===== config.mk =====
export PLATFORM = sky130hd
export DESIGN_NAME = demux_bit_sequencer
export DESIGN_NICKNAME = d
export VERILOG_FILES = /design/src/rtl/demux_bit_sequencer.sv
export SDC_FILE = /design/constraint.sdc
export NUM_CORES = 1
export LEC_CHECK = 0
export ABC_CLOCK_PERIOD_IN_PS = 2650
export CAP_MARGIN = 5
export CORE_ASPECT_RATIO = 0.9
export CORE_MARGIN = 2
export CORE_UTILIZATION = 35
export CTS_BUF_LIST = sky130_fd_sc_hd__clkbuf_4 sky130_fd_sc_hd__clkbuf_8
export CTS_CLUSTER_DIAMETER = 30
export DETAILED_ROUTE_END_ITERATION = 7
export REMOVE_ABC_BUFFERS = 1
export SETUP_SLACK_MARGIN = 0.2
export SYNTH_ARGS = -nofsm -noshare
export SYNTH_HDL_FRONTEND = slang
export SYNTH_SLANG_ARGS = --single-unit
export TNS_END_PERCENT = 20

===== constraint.sdc =====
create_clock -name clk -period 2.65 [get_ports clk]
set_clock_uncertainty 0.15 [all_clocks]
set_input_delay 0.53 -clock clk [delete_from_list [all_inputs] [get_ports clk]]
set_output_delay 0.53 -clock clk [all_outputs]
set_load 0.02 [all_outputs]

===== src/rtl/demux_bit_sequencer.sv =====
// demux_bit_sequencer
// Upstream driver for a 1-to-DATA_W demultiplexer. A parallel word is captured on an
// accepted load pulse and walked out one bit per slot: sel carries the channel index and
// ser_out carries the word bit for that channel, so bit k lands on demux output k.
// Each slot is held HOLD cycles and qualified by strobe. busy covers the SEND and DONE
// states; done pulses for one cycle after the final slot. All outputs are registered.
module demux_bit_sequencer #(
  parameter int DATA_W    = 8,
  parameter int SEL_W     = $clog2(DATA_W),
  parameter int HOLD      = 1,
  parameter bit MSB_FIRST = 1'b0
) (
  input  logic              clk,
  input  logic              rst,
  input  logic [DATA_W-1:0] data_in,
  input  logic              load,
  output logic              ser_out,
  output logic [SEL_W-1:0]  sel,
  output logic              strobe,
  output logic              busy,
  output logic              done
);

  // A zero hold time would leave a slot with no cycles at all; refuse to build it.
  if (HOLD < 1) begin : g_bad_hold
    $error("demux_bit_sequencer: HOLD must be >= 1");
  end

  // Hold counter only needs to reach HOLD-1; keep at least one bit so HOLD=1 still works.
  localparam int HC_W = (HOLD > 1) ? $clog2(HOLD) : 1;

  localparam logic [HC_W-1:0]  HOLD_LAST = HC_W'(HOLD - 1);
  localparam logic [SEL_W-1:0] FIRST_IDX = MSB_FIRST ? SEL_W'(DATA_W - 1) : '0;
  localparam logic [SEL_W-1:0] LAST_IDX  = MSB_FIRST ? '0 : SEL_W'(DATA_W - 1);

  typedef enum logic [1:0] {
    S_IDLE = 2'd0,
    S_SEND = 2'd1,
    S_DONE = 2'd2
  } state_t;

  state_t             state;
  logic [DATA_W-1:0]  shadow;
  logic [SEL_W-1:0]   idx;
  logic [HC_W-1:0]    hold_cnt;
  logic [SEL_W-1:0]   next_idx;
  logic               last_hold;
  logic               last_idx;

  // Channel that follows the current one in walk order; the final index never steps,
  // so no wrap handling is needed here.
  always_comb begin
    next_idx  = MSB_FIRST ? (idx - SEL_W'(1)) : (idx + SEL_W'(1));
    last_hold = (hold_cnt == HOLD_LAST);
    last_idx  = (idx == LAST_IDX);
  end

  // Sequencer FSM with registered outputs: IDLE -> SEND (DATA_W*HOLD cycles) -> DONE -> IDLE.
  always_ff @(posedge clk) begin
    // NOTE: every register here uses non-blocking assignment so all updates in this edge
    // see the pre-edge values; mixing in blocking writes would make ordering matter.
    if (rst) begin
      state    <= S_IDLE;
      // NOTE: the shadow word is cleared on reset as well, so a discarded partial word
      // can never leak into a later burst or show up on a debug probe.
      shadow   <= '0;
      idx      <= '0;
      hold_cnt <= '0;
      ser_out  <= 1'b0;
      sel      <= '0;
      strobe   <= 1'b0;
      busy     <= 1'b0;
      done     <= 1'b0;
    end else begin
      case (state)
        S_IDLE: begin
          if (load) begin
            // Capture the word and present slot 0 on the same edge; ser_out is taken
            // from data_in directly because shadow only becomes valid after this edge.
            shadow   <= data_in;
            idx      <= FIRST_IDX;
            hold_cnt <= '0;
            sel      <= FIRST_IDX;
            ser_out  <= data_in[FIRST_IDX];
            strobe   <= 1'b1;
            busy     <= 1'b1;
            done     <= 1'b0;
            state    <= S_SEND;
          end else begin
            ser_out  <= 1'b0;
            sel      <= '0;
            strobe   <= 1'b0;
            busy     <= 1'b0;
            done     <= 1'b0;
          end
        end

        S_SEND: begin
          if (last_hold) begin
            hold_cnt <= '0;
            if (last_idx) begin
              // Final slot has run its full hold time: close the burst.
              state   <= S_DONE;
              ser_out <= 1'b0;
              sel     <= '0;
              strobe  <= 1'b0;
              busy    <= 1'b1;
              done    <= 1'b1;
            end else begin
              idx     <= next_idx;
              sel     <= next_idx;
              ser_out <= shadow[next_idx];
              strobe  <= 1'b1;
              busy    <= 1'b1;
            end
          end else begin
            hold_cnt <= hold_cnt + HC_W'(1);
          end
        end

        S_DONE: begin
          // Single done cycle; a load seen here is dropped, nothing is queued.
          state   <= S_IDLE;
          ser_out <= 1'b0;
          sel     <= '0;
          strobe  <= 1'b0;
          busy    <= 1'b0;
          done    <= 1'b0;
        end

        default: begin
          state    <= S_IDLE;
          idx      <= '0;
          hold_cnt <= '0;
          ser_out  <= 1'b0;
          sel      <= '0;
          strobe   <= 1'b0;
          busy     <= 1'b0;
          done     <= 1'b0;
        end
      endcase
    end
  end

endmodule


==> out/summary.txt <==
Bufs on Longest Clock Path: 2
CTS Sinks: 20
setup total negative slack: 0 ns
post-synth top area share: 51.78%
H-tree depth: 1
Avg Inst Size Synth: 11.54 sq um
largest family of logic cells by synthesized area: multiplexers
wire per inst: 11.10 um
Synth Area in Adders: 3.236%
post-synthesis mux area share: 17.48%
initial antenna violation count: 0
P&R area growth vs syn: 30.58%
CTS clk-pin slew, worst paths: 0.11 ns
Core ar.: 2142 sq um
most common cell in the netlist: dfxtp_1
Hold Vio Cnt, Final: 0
Worst EP required: 1.97 ns
sequential fraction of the synthesis area: 51.78%
fin crit share: 72.47%
met3 usage: 3.704%
leakage power: 0.3966 nW
Antenna Nets Post-Route: 0
Final setup viols: 0
Peak VDD IR: 0.0003919 V
crit path kind: reg -> out
vias per inst: 4.561
Arr. time, crit path: 1.24 ns
Crit path largest cell delay: 0.60 ns
xor/xnor share of the synthesized area: 1.133%
fraction of the mapped netlist area in compound gates: 8.414%
CTS tree: yes
synth unique cells: 24
synth top area cells: dfxtp_1 52%, mux2i_1 12%, nor2_1 6.3%
Critical Path Sink Type: output pin
first-pass GRT wire length: 2.180 mm
worst slew pin tran: 0.4109 ns
Yosys top cell by area: dfxtp_1
met2 usage: 16.67%
top cells by instance count after synthesis: 20 x dfxtp_1, 13 x nor2_1, 9 x mux2i_1
Post-Route WL: 1.265 mm
RSZ-0062 raised after global routing: no
IO Count: 18
max_slew headroom: 72.52%
vias: 520
Mapped Area: 773.2 sq um
number of synthesized flops with an enable pin: 0
Resize count post-CTS: 0
Die Ht: 48.59 um
Nets: 101
Max Fclk: 520.7 MHz
Post-synth ARST share: 0%
Final min period: 1.920 ns
vias in the first global route: 487
top_reg_cell synth: dfxtp_1
Synth Area in Simple Gates: 16.50%
layout cells sized above 1: 12.64%
Place WS: 0.5419 ns
synth warn: 0
worst skew pair latency: 0.29 ns
max-cap viol count: 0
gr usage total: 11.55%
power density cells: 569.5 nW/um^2
Initial DRT Pass Iterations: 4
Syn Inst Count: 67
initial core utilization: 36.10%
run status: finished, final reports clean
# diodes: 0
Port Buffers: 17
Final WS setup: 0.7297 ns
Crit path buffers/inverters: 1
CP max stage cell: clkdlybuf4s50_1
gp weighted congestion: 0.7231
worst-path cell chain: clkdlybuf4s50_1
hold buffers post-CTS: 0
Die X-Extent: 53.55 um
CP delay by family, top: buffers and inverters
Root Buffer Master: clkbuf_4
final routed DRC violation total: 0
row count: 16
CP Max Fanout: 2
# fillers: 206
# Post-CTS Setup Buffers: 0
final slew viol count: 0
post-DP HPWL: 982.3 um
Die ar.: 2602 sq um
Startpoint Class: flip-flop
largest net degree at the start of global routing: 12
CTS Buf Count: 3
flop2flop setup slack: 0.83 ns
M1 GR Usage: 16.17%
grt ovf: 0
GR peak layer: met2
synthesis-stage register bit count: 20
HP Class: reg -> reg
DR iter-0 viols: 12
-- path summary, 6_finish.rpt --
check | startpoint | to | depth (start not counted)
setup reg to reg | idx[0] | ser_out | 4
setup / recovery | done | done | 1
hold reg to reg | done | done | 2
hold / removal | done | done | 2
-- power by group --
group	switching (mW)	total [mW]	internal (mW)
sequential	0.00999	0.325	0.315
combinational	0.0312	0.0756	0.0445
clock	0.0905	0.174	0.0837
-- kinds of logic (layout without fill, tap and decap cells) --
kind of cell,Yosys count,in the layout
AO/OA/AOI/OAI,8,8
XOR/XNOR,1,1
adder cells (fa/ha/maj),2,2
buffers and inverters,2,22
flip-flops,20,20
multiplexers,11,11
AND/OR/NAND/NOR,23,23
-- sequential cells by signal, indices dropped and copies added, names as in the netlist --
register  count
busy          1
done          1
idx           3
sel           3
ser_out       1
shadow        8
state         2
strobe        1
-- cell usage in the layout (no fill, tap or decap) --
cell type         n
clkbuf_4          3
dfxtp_1          20
nor3_4            1
clkbuf_8          1
mux2i_1           9
nand3b_1          1
a211oi_2          1
or3b_4            1
buf_4             1
o2bb2ai_1         1
nor2_1           13
mux4_2            2
o21ai_0           1
nor2_2            1
nor3b_1           1
a21o_1            1
nand2_1           1
nand4b_1          1
ha_1              2
a22o_1            1
xnor2_1           1
clkdlybuf4s50_1  17
nand3_1           1
o21a_1            1
and2_1            2
a21boi_0          2
-- through the flow --
step                      power [mW]  instance area, sq um  utilization (%)  std cells  hold WS, ns
after floorplan               0.3733                 762.0                -         65       0.3046
after global placement        0.4079                 973.4            45.44        110       0.3150
after detailed placement      0.4092                 973.4            45.44        110       0.3089
after CTS                     0.5862                  1010            47.14        114       0.3375
after global routing          0.6084                  1010            47.14        114       0.4007
final                         0.5750                  1010            47.14        114       0.3366
-- area by class of cell --
class	instances	area [sq um]	area share [%]
clock buffers	4	36.28	3.594
flip-flops and latches	20	400.4	39.65
multi-input cells	45	361.6	35.81
well taps	27	33.78	3.346
repair buffers	18	177.7	17.60
-- per-layer routing --
| metal | vias up | wire length, um |
|---|---|---|
| met2 | 11 | 557 |
| met4 | 0 | 0 |
| met5 | - | 0 |
| met1 | 235 | 649 |
| li1 | 274 | - |
| met3 | 0 | 58 |
(Power assumes the default switching activity.)
